**config.mk**
```make
export PLATFORM = sky130hd
export DESIGN_NAME = rsa_exp_ctrl
export DESIGN_NICKNAME = d
export VERILOG_FILES = /design/src/rtl/rsa_pkg.sv /design/src/rtl/rsa_exp_ctrl.sv
export SDC_FILE = /design/constraint.sdc
export NUM_CORES = 1
export LEC_CHECK = 0
export CORE_MARGIN = 2
export CORE_UTILIZATION = 40
export CTS_CLUSTER_DIAMETER = 100
export DETAILED_ROUTE_END_ITERATION = 7
export PLACE_DENSITY_LB_ADDON = 0.3
export SETUP_SLACK_MARGIN = 0.3
export SLEW_MARGIN = 20
export SYNTH_ARGS = -nofsm -noshare
export SYNTH_HDL_FRONTEND = slang
export SYNTH_SLANG_ARGS = --single-unit
```
**constraint.sdc**
```tcl
create_clock -name clk -period 2.95 [get_ports clk]
set_clock_uncertainty 0.2 [all_clocks]
set_input_delay 0.295 -clock clk [delete_from_list [all_inputs] [get_ports clk]]
set_output_delay 0.295 -clock clk [all_outputs]
set_load 0.01 [all_outputs]
```
**src/rtl/rsa_pkg.sv**
```systemverilog
`default_nettype none
// ============================================================================
// Module      : rsa_pkg
// Description : Shared width default, sequencer state and phase encodings.
// Revision    : 1.0 - initial release
// ============================================================================
package rsa_pkg;

    localparam int RSA_WIDTH = 8;

    typedef enum logic [2:0] {
        IDLE   = 3'd0,
        CONV_P = 3'd1,
        CONV_1 = 3'd2,
        SQUARE = 3'd3,
        MULT   = 3'd4,
        FINAL  = 3'd5,
        DONE   = 3'd6
    } state_t;

    // Every multiplier operation splits into a launch cycle and a wait span.
    typedef enum logic {
        PH_ISSUE = 1'b0,
        PH_WAIT  = 1'b1
    } phase_t;

endpackage : rsa_pkg
`default_nettype wire

```
**src/rtl/rsa_exp_ctrl.sv**
```systemverilog
`default_nettype none
// ============================================================================
// Module      : rsa_exp_ctrl
// Description : Left-to-right square-and-multiply sequencer driving an
//               external Montgomery multiplier through start/done.
// Revision    : 1.0 - initial release
// ============================================================================
module rsa_exp_ctrl
    import rsa_pkg::*;
#(
    parameter int WIDTH = RSA_WIDTH
) (
    input  logic             clk,
    input  logic             rst,
    input  logic             start_i,
    input  logic [WIDTH-1:0] base_i,
    input  logic [WIDTH-1:0] exp_i,
    input  logic [WIDTH-1:0] r2_i,
    output logic             busy_o,
    output logic             done_o,
    output logic [WIDTH-1:0] result_o,
    output logic             mm_start_o,
    output logic [WIDTH-1:0] mm_a_o,
    output logic [WIDTH-1:0] mm_b_o,
    input  logic             mm_done_i,
    input  logic [WIDTH-1:0] mm_res_i
);

    localparam int               KW     = (WIDTH > 1) ? $clog2(WIDTH) : 1;
    localparam logic [KW-1:0]    c_kmax = KW'(WIDTH - 1);
    localparam logic [WIDTH-1:0] c_one  = WIDTH'(1);

    state_t            r_state;
    state_t            w_next_state;
    phase_t            r_phase;
    phase_t            w_next_phase;
    logic [KW-1:0]     r_k;
    logic [WIDTH-1:0]  r_acc;
    logic [WIDTH-1:0]  r_pm;
    logic [WIDTH-1:0]  r_base;
    logic [WIDTH-1:0]  r_exp;
    logic [WIDTH-1:0]  r_r2;
    logic [WIDTH-1:0]  r_result;
    logic              w_in_op;
    logic              w_op_done;
    logic              w_last_bit;

    assign w_in_op    = (r_state != IDLE) && (r_state != DONE);
    assign w_op_done  = w_in_op && (r_phase == PH_WAIT) && mm_done_i;
    assign w_last_bit = (r_k == '0);

    always_ff @(posedge clk) begin
        if (rst) begin
            r_state <= IDLE;
            r_phase <= PH_ISSUE;
        end else begin
            r_state <= w_next_state;
            r_phase <= w_next_phase;
        end
    end

    always_comb begin
        w_next_state = r_state;
        w_next_phase = r_phase;
        case (r_state)
            IDLE: begin
                if (start_i) begin
                    w_next_state = CONV_P;
                    w_next_phase = PH_ISSUE;
                end
            end
            DONE: begin
                w_next_state = IDLE;
                w_next_phase = PH_ISSUE;
            end
            default: begin
                if (r_phase == PH_ISSUE) begin
                    w_next_phase = PH_WAIT;
                end else if (mm_done_i) begin
                    w_next_phase = PH_ISSUE;
                    case (r_state)
                        CONV_P:  w_next_state = CONV_1;
                        CONV_1:  w_next_state = SQUARE;
                        SQUARE: begin
                            if (r_exp[r_k])      w_next_state = MULT;
                            else if (w_last_bit) w_next_state = FINAL;
                            else                 w_next_state = SQUARE;
                        end
                        MULT:    w_next_state = w_last_bit ? FINAL : SQUARE;
                        FINAL:   w_next_state = DONE;
                        default: w_next_state = IDLE;
                    endcase
                end
            end
        endcase
    end

    // Operands are pure functions of state so they stay put across WAIT.
    always_ff @(posedge clk) begin
        if (rst) begin
            r_k      <= '0;
            r_acc    <= '0;
            r_pm     <= '0;
            r_base   <= '0;
            r_exp    <= '0;
            r_r2     <= '0;
            r_result <= '0;
        end else begin
            if ((r_state == IDLE) && start_i) begin
                r_base <= base_i;
                r_exp  <= exp_i;
                r_r2   <= r2_i;
                r_k    <= c_kmax;
            end
            if (w_op_done) begin
                case (r_state)
                    CONV_P: r_pm  <= mm_res_i;
                    CONV_1: r_acc <= mm_res_i;
                    SQUARE: begin
                        r_acc <= mm_res_i;
                        if (!r_exp[r_k] && !w_last_bit) r_k <= r_k - 1'b1;
                    end
                    MULT: begin
                        r_acc <= mm_res_i;
                        if (!w_last_bit) r_k <= r_k - 1'b1;
                    end
                    FINAL: begin
                        r_acc    <= mm_res_i;
                        r_result <= mm_res_i;
                    end
                    default: ;
                endcase
            end
        end
    end

    assign busy_o     = (r_state != IDLE);
    assign done_o     = (r_state == DONE);
    assign mm_start_o = w_in_op && (r_phase == PH_ISSUE);
    assign result_o   = r_result;

    always_comb begin
        mm_a_o = '0;
        mm_b_o = '0;
        case (r_state)
            CONV_P: begin mm_a_o = r_base; mm_b_o = r_r2;  end
            CONV_1: begin mm_a_o = c_one;  mm_b_o = r_r2;  end
            SQUARE: begin mm_a_o = r_acc;  mm_b_o = r_acc; end
            MULT:   begin mm_a_o = r_acc;  mm_b_o = r_pm;  end
            FINAL:  begin mm_a_o = r_acc;  mm_b_o = c_one; end
            default: ;
        endcase
    end

endmodule : rsa_exp_ctrl
`default_nettype wire

```
# Word level (Yosys, flattened, before mapping)
# Cells that the tools add are included.
# classes
addsub	1
bitwise_logic	1
mux	20
magnitude_cmp	1
n_eq_ne	8
reduce_logical	20
# op_table
cell	count
case mux 8 bit (4 select lines)	1
2-to-1 mux 3 bit	9
case mux 8 bit (3 select lines)	1
case mux 3 bit (5 select lines)	1
case mux 3 bit (2 select lines)	2
equality test 3 bit, second input constant	3
nonzero test 3 bit	3
equality test 3 x 2 -> 1 bit, second input constant	2
logical AND 1 bit	6
zero test 3 bit	2
AND reduction 2 bit	3
less-than comparator 3 x 4 -> 1 bit, second input constant	1
2-to-1 mux 1 bit	4
OR reduction 4 bit	1
binary-select mux 1 bit (select 3 bit)	1
equality test 3 x 1 -> 1 bit, second input constant	1
inequality test 3 bit, second input constant	1
AND reduction 3 bit	1
OR reduction 3 bit	1
subtractor 3 x 1 -> 3 bit, second input constant	1
zero test 1 bit	2
inequality test 2 bit, second input constant	1
case mux 1 bit (2 select lines)	1
OR reduction 2 bit	1
inverter 1 bit	1
# totals
register_bits	55
input_bits	36
output_inout_bits	27
word_cells	60

# Depth between registers and ports, before layout
# Gate-level depths: netlist (run 1).
# depth
ltp_word	7
ltp_mapped	6
ltp_nobuf	6

# Worst setup path after synthesis (run 1)
# OpenSTA, ideal clock, no wires.
# synth_path
path_kind	flip-flop to flip-flop
from	reg r_k[0]
to	reg r_k[0]
period_less_slack_ns	1.922
n_path_buf	0
setup_ns	0.086
stages_incl_launch_ff	5
slack_ns	1.028
t_arrival_ns	1.637
t_required_ns	2.664
path_cell_list	dfxtp_1 > mux4_1 > mux2_4 > o211a_1 > a211oi_1
# synth_between
elab_chain_len	7
elab_cells_between_ends	12
classes_between	add/sub (1); mux (7); reduce/logical (4)
# synth_lines
element	line_no	text
start: declaration	rsa_exp_ctrl.sv:37	logic [KW-1:0] r_k;
start signal: assignment	rsa_exp_ctrl.sv:113	r_k <= c_kmax;
start signal: assignment	rsa_exp_ctrl.sv:121	if (!r_exp[r_k] && !w_last_bit) r_k <= r_k - 1'b1;
start signal: assignment	rsa_exp_ctrl.sv:125	if (!w_last_bit) r_k <= r_k - 1'b1;
binary-select mux 1 bit (select 3 bit)	rsa_exp_ctrl.sv:121	
2-to-1 mux 1 bit (not written as such)	rsa_exp_ctrl.sv:121	
zero test 1 bit	rsa_exp_ctrl.sv:121	
logical AND 1 bit	rsa_exp_ctrl.sv:121	
2-to-1 mux 3 bit	rsa_exp_ctrl.sv:121	
case mux 3 bit (2 select lines)	rsa_exp_ctrl.sv:116	case (r_state)
2-to-1 mux 3 bit (*)	rsa_exp_ctrl.sv:115	if (w_op_done) begin
# Every way passes the cells marked *; elsewhere a longest branch is shown, timed or not. The select of a mux whose other input is x is not followed.
# A chain may end at the register's enable or synchronous reset.

# Worst setup path after layout (run 1)
# layout_path
from	reg r_state[1]
to	out mm_start_o
# layout_between
elab_chain_len	3
elab_cells_between_ends	4
classes_between	eq/ne (1); reduce/logical (3)
# layout_lines
element	line_no	text
start: declaration	rsa_exp_ctrl.sv:33	state_t r_state;
start signal: assignment	rsa_exp_ctrl.sv:57	r_state <= w_next_state;
inequality test 3 bit or nonzero test 3 bit (tied branches)	rsa_exp_ctrl.sv:48	assign w_in_op = (r_state != IDLE) && (r_state != DONE);
logical AND 1 bit (*)	rsa_exp_ctrl.sv:48	
logical AND 1 bit (*)	rsa_exp_ctrl.sv:139	assign mm_start_o = w_in_op && (r_phase == PH_ISSUE);
end: declaration	rsa_exp_ctrl.sv:22	output logic mm_start_o,
# Every way passes the cells marked *; elsewhere a longest branch is shown, timed or not.

==> results of run 1 <==
final cells by class:
| class | count | share of cell area (%) |
|---|---|---|
| clock buffers | 6 | 2.03 |
| clock inverters | 2 | 1.68 |
| inverters | 6 | 0.737 |
| multi-input cells | 258 | 41.3 |
| flip-flops and latches | 55 | 31.1 |
| well taps | 77 | 2.70 |
| repair buffers | 76 | 20.4 |
worst paths after layout:
kind	startpoint	end	slack, ns	cells after the start
min	r_exp[0]	r_exp[0]	0.26	2
min reg2reg	r_exp[0]	r_exp[0]	0.26	2
max reg2reg	r_k[0]	r_k[1]	0.82	4
max	r_state[1]	mm_start_o	0.42	5
per-layer routing:
layer | track usage [%] | share of wire, % | up-vias
met5 | 0 | 0 | -
met2 | 32.1 | 48 | 69
met3 | 3.75 | 4.6 | 9
met4 | 6.06 | 1.5 | 0
li1 | - | - | 1304
met1 | 27.1 | 46 | 1206
report_power, final:
part | total, mW | switching (mW) | internal (mW)
clock network | 0.586 | 0.246 | 0.339
logic | 0.308 | 0.157 | 0.151
registers | 0.804 | 0.0290 | 0.775
total | 1.70 | 0.432 | 1.26
sequential cells by signal, summed over array words and instances (netlist names):
| register | flops |
|---|---|
| r_phase | 1 |
| r_k | 3 |
| r_exp | 8 |
| r_state | 3 |
| result_o | 8 |
| r_r2 | 8 |
| r_base | 8 |
| r_pm | 8 |
| r_acc | 8 |
cell usage after synthesis (3+ instances only):
| library cell | instances | area, um^2 |
|---|---|---|
| clkbuf_1 | 20 | 75.1 |
| nor3_1 | 5 | 25.0 |
| dfxtp_1 | 55 | 1100 |
| mux2i_1 | 24 | 240 |
| a21oi_1 | 46 | 230 |
| o21ai_0 | 19 | 95.1 |
| a22oi_1 | 6 | 45.0 |
| inv_1 | 6 | 22.5 |
| o21a_1 | 3 | 22.5 |
| nand2b_1 | 3 | 18.8 |
| nor2_1 | 28 | 105 |
| buf_2 | 5 | 25.0 |
| nor2b_1 | 6 | 37.5 |
| nand3_1 | 13 | 65.1 |
| nand2_1 | 77 | 289 |
repair_timing:
| action | in CTS | in global routing |
|---|---|---|
| endpoints found under the hold margin | 0 | 0 |
| gates resized for setup | 2 | 8 |
| setup endpoints to repair | 14 | 15 |
| buffers inserted | 0 | 2 |
through the flow:
step | setup slack, ns | instances | hold WS [ns] | cell area [um^2] | power, mW
global placement | 0.594 | 470 | 0.241 | 3400 | 1.12
detailed placement | 0.523 | 470 | 0.244 | 3400 | 1.13
CTS | 0.326 | 478 | 0.259 | 3530 | 1.71
floorplan | 1.03 | 345 | 0.231 | 2690 | 0.988
global route | 0.294 | 480 | 0.282 | 3570 | 1.77
finish | 0.419 | 480 | 0.255 | 3570 | 1.70
logic make-up (layout without fill, tap and decap cells):
family / after synthesis / after routing / share of synthesized area, %
fa+ha+maj: 2 / 2 / 0.931
buf+inv: 32 / 90 / 4.70
mux: 28 / 28 / 11.9
simple gates: 141 / 141 / 22.8
compound gates: 87 / 87 / 18.7
flops: 55 / 55 / 40.9
layout by cell type (no fill, tap or decap), drive strengths merged, types with 2 or more instances in the layout:
| master | n |
|---|---|
| nand2 | 77 |
| clkdlybuf4s50 | 59 |
| dfxtp | 55 |
| a21oi | 46 |
| nor2 | 28 |
| mux2i | 24 |
| o21ai | 19 |
| buf | 15 |
| nand3 | 13 |
| a22oi | 6 |
| nor2b | 6 |
| clkbuf | 6 |
| nor3 | 5 |
| inv | 5 |
| o21a | 3 |
| nand2b | 3 |
| nor3b | 2 |
| a22o | 2 |
| o31ai | 2 |
| mux4 | 2 |
| o2111ai | 2 |
| ha | 2 |
| bufinv | 2 |
| dlymetal6s2s | 2 |
| mux2 | 2 |
tightest hold or removal path, cell delays in order (launching register included):
cell and delay, ns:
dfxtp_1 0.32, nand2_1 0.05, a21oi_1 0.05
==> summary.md, run 1 <==
| Metric | Value |
|---|---|
| Status | `finished, final reports clean` |
| Syn nets | `around 380` |
| Fmax | `395 MHz` |
| Post-DRT Antenna Nets | `0` |
| Setup TNS | `0 ns` |
| CP max-delay cell | `clkdlybuf4s50_1` |
| Worst Path Arrival | `2.04 ns` |
| Count of hold buffers inserted by post-cts repair | `0` |
| Post-synthesis sequential area ratio | `40.9%` |
| Post-DR wirelength/cell | `between 10 and 15 um` |
| Nets@finish | `440` |
| Mapped Avg Cell Area | `7.79 um^2` |
| Largest net degree at the start of global routing | `35` |
| Minimum clock period | `2.53 ns` |
| Crit path max-delay family | `simple AND/OR/NAND/NOR gates` |
| Cells after Synth | `between 300 and 400` |
| TritonRoute pass-1 iters | `4` |
| Number of synthesized flops with an enable pin | `0` |
| Slew @ Worst Pin | `about 0.61 ns` |
| Max Cap Violations | `0` |
| Max Slew Vio Count | `0` |
| Hold WC Path Type | `reg -> reg` |
| Max incr delay on CP | `around 0.47 ns` |
| Root Buffer | `clkbuf_8` |
| Power per Cell Area | `about 480 nW/um^2` |
| Initial core utilization | `41.9%` |
| CP bufs+invs | `2` |
| DRC | `0` |
| CP Launch Type | `flop` |
| Register area | `roughly 1100 um^2` |
| Crit Path Category | `reg -> out` |
| Multi-input gate area | `between 1000 and 1500 um^2` |
| Die ar. | `roughly 7400 um^2` |
| Synth Register Bits | `55` |
| Ant. Diodes | `0` |
| CP Cell Sequence | `buf_4 > nor2b_1 > or3_1 > nor2b_1 > clkdlybuf4s50_1` |
| Commonest register cell after synthesis | `dfxtp_1` |
| Worst Setup End Kind | `primary output` |
| Clock transition at path regs | `0.10 ns` |
| Async S/R FF share, synth | `0%` |
| Critical path's most frequent cell | `nor2b_1` |
| Io pins | `63` |
| Leak Pwr | `1.35 nW` |
| Avg Vias per Cell | `~5.4` |
| CTS Buffer Depth | `2` |
| Grt total ovfl | `0` |
| Maximum vdd ir drop | `around 0.00033 V` |
| Initial drt markers | `~130` |
| Final Core Density | `between 50% and 60%` |
| Syn-to-layout area delta | `32.7%` |
| Height of the die | `86.0 um` |
| Final WL | `approximately 7 mm` |
| Die width | `86.0 um` |
| Clk_lat worst skew | `0.31 ns` |
| CTS H-tree lvls | `2` |
| CTS tree | `yes` |
| Cell Rows | `29` |
| Fillers | `slightly below 600` |
| Final hold violations | `0` |
| RSZ-0062 raised after global routing | `false` |
| CTS sink count | `55` |
| Initial antenna violation count | `0` |
| Yosys Warn Count | `0` |
| Peak fanout along the critical path | `16` |
| Via count | `about 2600` |
| Total CTS buffers | `5` |
| Tot GR Track Use | `~20%` |
| WP data required | `2.46 ns` |
| GP Congestion | `just over 0.9` |
| Port-buffer cells | `between 60 and 70` |
| Hpwl dp | `between 5 and 6 mm` |
| Core Box Area | `~6400 um^2` |
| First-pass GRT wire length | `approximately 12 mm` |
| Number of global-route vias before repair | `2421` |
| Synth Cell Area | `about 2700 um^2` |
| Slew margin rel. | `approximately three fifths` |
| Share of layout cells above drive strength 1 | `approximately 7.7%` |
| Final setup violation count | `0` |
| Period utilization | `85.8%` |
| Synth unique cells | `38` |
Power figures use the tool's default switching activity.
==> run 2, diff against run 1 <==
==> constraint.sdc (replaced) <==
create_clock -name clk -period 2.4 [get_ports clk]
set_clock_uncertainty 0.2 [all_clocks]
set_input_delay 0.24 -clock clk [delete_from_list [all_inputs] [get_ports clk]]
set_output_delay 0.24 -clock clk [all_outputs]
set_load 0.01 [all_outputs]
==> run 2 against run 1 <==
  * Sequential share of layout area barely moved
  * Worst hold slack worse by 0.073 ns
  * Worst setup slack lost 0.11 ns
  * Combinational power rose by 25%
  * Wire length up 1.4%
  * Count of clock-buffer cells in the layout up 2
  * Power rose by 14%
  * Final cell count increased by 1.9%
  * Register-to-register slack got worse by 0.43 ns
  * Critical path type unchanged
  * Largest power group unchanged
==> summary.md, run 2 (synthesis gave the netlist of run 1 again) <==
| Metric | Value |
|---|---|
| Post-DRT Antenna Nets | `0 (unchanged)` |
| Ant. Diodes | `0 (unchanged)` |
| Slew margin rel. | `66.1% (+7.0 points)` |
| GP Congestion | `0.861 (-4.9%)` |
| Initial antenna violation count | `0 (unchanged)` |
| Power per Cell Area | `538 nW/um^2 (+13%)` |
| TritonRoute pass-1 iters | `5 (+1)` |
| Share of layout cells above drive strength 1 | `15.3% (+7.6 points)` |
| CTS tree | `yes` |
| Crit Path Category | `reg -> out` |
| Placed cells | `475 (+1.1%)` |
| Minimum clock period | `~2.1 ns` |
| Fin area | `3590 um^2 (+0.63%)` |
| Initial core utilization | `41.9% (unchanged)` |
| Post-DR wirelength/cell | `14.7 um (-0.43%)` |
| Final hold violations | `0 (unchanged)` |
| Fillers | `607 (+2.0%)` |
| Nets@finish | `449 (+2.0%)` |
| Dpl ws | `0.183 ns (-0.339 ns)` |
| R2R cell count | `4 (unchanged)` |
| CTS Buffer Depth | `2 (unchanged)` |
| Worst Setup End Kind | `primary output` |
| Number of global-route vias before repair | `2611 (+7.8%)` |
| Avg Vias per Cell | `5.36 (-0.51%)` |
| Hpwl dp | `5.24 mm (+1.7%)` |
| Die width | `86.0 um (unchanged)` |
| Hold Path Depth | `2 (unchanged)` |
| Final setup violation count | `0 (unchanged)` |
| Maximum vdd ir drop | `0.000254 V (-22%)` |
| Post-Layout Cell Count | `489 (+1.9%)` |
| Initial drt markers | `158 (+25%)` |
| Height of the die | `86.0 um (unchanged)` |
| Most frequent cells in the layout | `nand2_1 (77), dfxtp_1 (51), a21oi_1 (46)` |
| Io pins | `63 (unchanged)` |
| Port-buffer cells | `62 (unchanged)` |
| Leak Pwr | `1.39 nW (+3.0%)` |
| Core Box Area | `6420 um^2 (unchanged)` |
| Status | `finished, final reports clean` |
| Slew @ Worst Pin | `0.509 ns (-0.106 ns)` |
| Final Core Density | `55.9% (+0.35 points)` |
| Period utilization | `between 80% and 90%` |
| CTS H-tree lvls | `2 (unchanged)` |
| Die ar. | `7390 um^2 (unchanged)` |
| RSZ-0062 raised after global routing | `true` |
| Clock transition at path regs | `0.10 ns (about the same)` |
| Clk_lat worst skew | `0.31 ns (about the same)` |
| Final WS setup | `0.308 ns (-0.112 ns)` |
| Syn-to-layout area delta | `33.5%` |
| Worst Path Arrival | `1.65 ns (-0.39 ns)` |
| CP Launch Type | `flop` |
| Tot GR Track Use | `20.3% (+0.35 points)` |
| Cell Rows | `29 (unchanged)` |
| Final WL | `7.20 mm (+1.4%)` |
| Largest net degree at the start of global routing | `31 (-11%)` |
| First-pass GRT wire length | `12.1 mm (+2.9%)` |
| Fmax | `~480 MHz` |
| Setup TNS | `0 ns (unchanged)` |
| Placed cell area | `3450 um^2 (+1.5%)` |
| Via count | `2623 (+1.4%)` |
| Most common cell after layout, fill and taps aside | `nand2_1` |
| Total CTS buffers | `5 (unchanged)` |
| Hold WC Path Type | `in -> reg` |
| CTS sink count | `55 (unchanged)` |
| DRC | `0 (unchanged)` |
| Grt total ovfl | `0 (unchanged)` |
| WP data required | `1.96 ns (-0.50 ns)` |
| Max Slew Vio Count | `0 (unchanged)` |
| Peak fanout along the critical path | `8 (-8)` |
| Max Cap Violations | `0 (unchanged)` |
| Root Buffer | `clkbuf_8` |
-- run 2: through the flow --
step                      power [mW]  hold slack [ns]
after floorplan                 1.21            0.176
after global placement          1.39            0.241
after detailed placement        1.39            0.244
after CTS                       1.94            0.168
after global routing            2.02            0.195
final                           1.93            0.183
-- run 2: cell type report --
type	count	area, um^2	share of cell area (%)
clock buffer	8	100	2.79
inverter	6	22.5	0.627
multi-input combinational	258	1510	42.1
sequential	55	1120	31.1
tap	77	96.3	2.68
timing repair buffer	85	743	20.7
-- run 2: timing repair --
item / CTS / global route
hold buffers: 0 / 0
pin swaps: 0 / 2
resized for setup: 43 / 40
setup buffers: 5 / 1
hold endpoints to repair: 0 / 0
endpoints found under the setup margin: 20 / 20
-- run 2: worst max-delay path: stages (launching register included) --
cell	delay [ns]
dfxtp_4	0.37
buf_4	0.14
nor2b_2	0.17
buf_4	0.15
a22oi_1	0.07
o21ai_0	0.18
clkdlybuf4s15_1	0.26
-- run 2: per-layer routing --
layer	up-vias	track usage [%]	share of wire, %
met5	-	0	0
li1	1320	-	-
met1	1218	27.6	46
met3	8	3.46	5.1
met4	0	7.07	1.4
met2	77	32.6	47
-- run 2: power by group --
group	internal [mW]	switching, mW	total, mW
combinational	0.189	0.196	0.385
clock	0.264	0.295	0.559
sequential	0.953	0.0353	0.988
-- run 2: worst paths after layout --
kind                     to  slack, ns       start
setup / recovery  mm_a_o[2]       0.31  r_state[0]
hold / removal     r_acc[2]       0.18         rst
setup reg to reg     r_k[0]       0.39      r_k[0]
hold reg to reg   r_base[1]       0.26   r_base[1]
==> run 3, diff against run 2 <==
--- a/config.mk
+++ b/config.mk
@@ -9,7 +9,7 @@
 export CORE_UTILIZATION = 40
 export CTS_CLUSTER_DIAMETER = 100
 export DETAILED_ROUTE_END_ITERATION = 7
-export PLACE_DENSITY_LB_ADDON = 0.3
+export PLACE_DENSITY = 0.74
 export SETUP_SLACK_MARGIN = 0.3
 export SLEW_MARGIN = 20
 export SYNTH_ARGS = -nofsm -noshare
==> run 3 against run 2 <==
  * Power is 2.0% higher
  * Count of clock-buffer cells in the layout stayed put
  * Worst hold slack worse by 0.024 ns
  * Largest power group unchanged
  * Sequential share of layout area is 1.2 points lower
  * Sequential cell count stayed put
  * First-iteration DRC count is 85% higher
  * Die area stayed put
  * Final cell count is 1.2% higher
  * Worst setup slack better by 0.0096 ns
  * Wire length is 8.1% higher
  * Register-to-register slack worse by 0.04 ns
==> summary.md, run 3 (synthesis gave the netlist of run 1 again) <==
| Metric | Value |
|---|---|
| Most frequent cells in the layout | `nand2_1 (71), dfxtp_1 (51), a21oi_1 (45)` |
| Dpl ws | `0.136 ns (-0.0473 ns)` |
| Grt total ovfl | `0 (unchanged)` |
| Worst Path Arrival | `1.64 ns (about the same)` |
| Maximum vdd ir drop | `0.000338 V (+33%)` |
| Placed cells | `475 (unchanged)` |
| Die ar. | `7390 um^2 (unchanged)` |
| Via count | `2745 (+4.7%)` |
| Reg-to-reg slack, setup | `0.35 ns (-0.04 ns)` |
| CP Launch Type | `flop` |
| Post-DRT Antenna Nets | `0 (unchanged)` |
| Max Slew Vio Count | `0 (unchanged)` |
| Initial antenna violation count | `0 (unchanged)` |
| Fin area | `3720 um^2 (+3.8%)` |
| Post-Layout Cell Count | `495 (+1.2%)` |
| First-pass GRT wire length | `11.6 mm (-3.6%)` |
| Final WS setup | `0.317 ns (+0.00956 ns)` |
| Port-buffer cells | `62 (unchanged)` |
| Fmax | `480 MHz (+0.46%)` |
| Max Cap Violations | `0 (unchanged)` |
| GP Congestion | `0.907 (+5.2%)` |
| Minimum clock period | `2.08 ns (-0.00956 ns)` |
| Final hold violations | `0 (unchanged)` |
| Share of layout cells above drive strength 1 | `19.4% (+4.1 points)` |
| Worst reg2reg path startpoint | `r_k[0]` |
| Hold_sp | `rst` |
| Hold Path Depth | `2 (unchanged)` |
| Reg2reg end | `r_k[2]` |
| Placed cell area | `3430 um^2 (-0.36%)` |
| Ant. Diodes | `0 (unchanged)` |
| RSZ-0062 raised after global routing | `true` |
| Overall Power | `1.97 mW (+2.0%)` |
| Avg Vias per Cell | `5.55 (+3.4%)` |
| Leak Pwr | `1.46 nW (+5.0%)` |
| Peak fanout along the critical path | `12 (+4)` |
| Number of global-route vias before repair | `2438 (-6.6%)` |
| Total CTS buffers | `5 (unchanged)` |
| Final setup violation count | `0 (unchanged)` |
| Period utilization | `86.8% (-0.40 points)` |
| Crit Path Category | `reg -> out` |
| R2R cell count | `6 (+2)` |
| Post-DR wirelength/cell | `15.7 um (+6.8%)` |
| Height of the die | `86.0 um (unchanged)` |
| TritonRoute pass-1 iters | `4 (-1)` |
| DRC | `0 (unchanged)` |
| CTS sink count | `55 (unchanged)` |
| Hpwl dp | `5.21 mm (-0.59%)` |
| Tot GR Track Use | `19.5% (-0.79 points)` |
| Status | `finished, final reports clean` |
| Cell Rows | `29 (unchanged)` |
| Final WL | `7.79 mm (+8.1%)` |
| Io pins | `63 (unchanged)` |
| Syn-to-layout area delta | `38.5%` |
| Largest net degree at the start of global routing | `34 (+9.7%)` |
| Hold WC Path Type | `in -> reg` |
| Clock transition at path regs | `0.09 ns (about the same)` |
| Critical Path Source | `r_state[2]` |
| CTS Buffer Depth | `2 (unchanged)` |
| CTS H-tree lvls | `2 (unchanged)` |
| Power per Cell Area | `529 nW/um^2 (-1.7%)` |
| WP data required | `1.96 ns (about the same)` |
| Fin Hold WS | `0.159 ns (-0.0242 ns)` |
| Worst Setup End Kind | `primary output` |
| Hold EP | `result_o[0]` |
| CTS tree | `yes` |
| Clk_lat worst skew | `0.31 ns (about the same)` |
| Count of hold buffers inserted by post-cts repair | `0 (unchanged)` |
| Core Box Area | `6420 um^2 (unchanged)` |
| Slew margin rel. | `67.2% (+1.1 points)` |
| Nets@finish | `455 (+1.3%)` |
| Most common cell after layout, fill and taps aside | `nand2_1` |
| Initial drt markers | `292 (+85%)` |
| Fillers | `578 (-4.8%)` |
| Setup TNS | `0 ns (unchanged)` |
| Initial core utilization | `41.9% (unchanged)` |
| Root Buffer | `clkbuf_8` |
| Slew @ Worst Pin | `0.491 ns (-0.0172 ns)` |
| Final Core Density | `58.0% (+2.1 points)` |
| Die width | `86.0 um (unchanged)` |
run 3: cell types whose count changed in the layout (fill, tap and decap cells not counted), moves of 2 or more:
cell and change:
buf_2 +7, clkbuf_2 -8, nand2_1 -6, o21ai_2 +5
buf_4 +3, o21ai_0 -4, nand2_2 +6, nor2b_1 -2
run 3: routing by layer:
layer  part of all wire, %  track usage [%]
met5                     0                0
met2                    51             32.2
met1                    44             26.3
met4                   1.3             4.47
met3                   4.3             3.85
run 3: repair_timing:
item | CTS | global route
pin swaps | 0 | 4
endpoints found under the setup margin | 21 | 20
gates cloned | 1 | 0
setup buffers | 1 | 10
resized for setup | 43 | 69
run 3: how the worst max path moves through the flow:
stage / endpoint / slack, ns / cells past startpoint
CTS: mm_start_o / 0.15 / 5
floorplan: r_k[0] / 0.48 / 4
detailed placement: mm_a_o[2] / 0.14 / 5
global placement: mm_a_o[2] / 0.19 / 5
finish: mm_start_o / 0.32 / 5
global route: busy_o / 0.25 / 4
run 3: area by class of cell:
type | count | area, um^2 | area share (%)
timing repair buffer | 91 | 828 | 22.2
clock buffer | 8 | 100 | 2.69
tap | 77 | 96.3 | 2.59
sequential | 55 | 1110 | 29.9
multi-input combinational | 258 | 1560 | 41.9
inverter | 6 | 26.3 | 0.705
run 3: critical path, stage by stage (launching register included):
cell and delay, ns:
dfxtp_4 0.37, buf_12 0.14, nor2b_2 0.16, or3_4 0.39
nor2b_1 0.14, clkbuf_2 0.12
run 3: power breakdown:
group	internal (mW)	switching, mW	leakage [nW]
clock	0.264	0.291	0.0515
sequential	0.953	0.0373	0.450
combinational	0.218	0.209	0.960
total	1.43	0.537	1.46
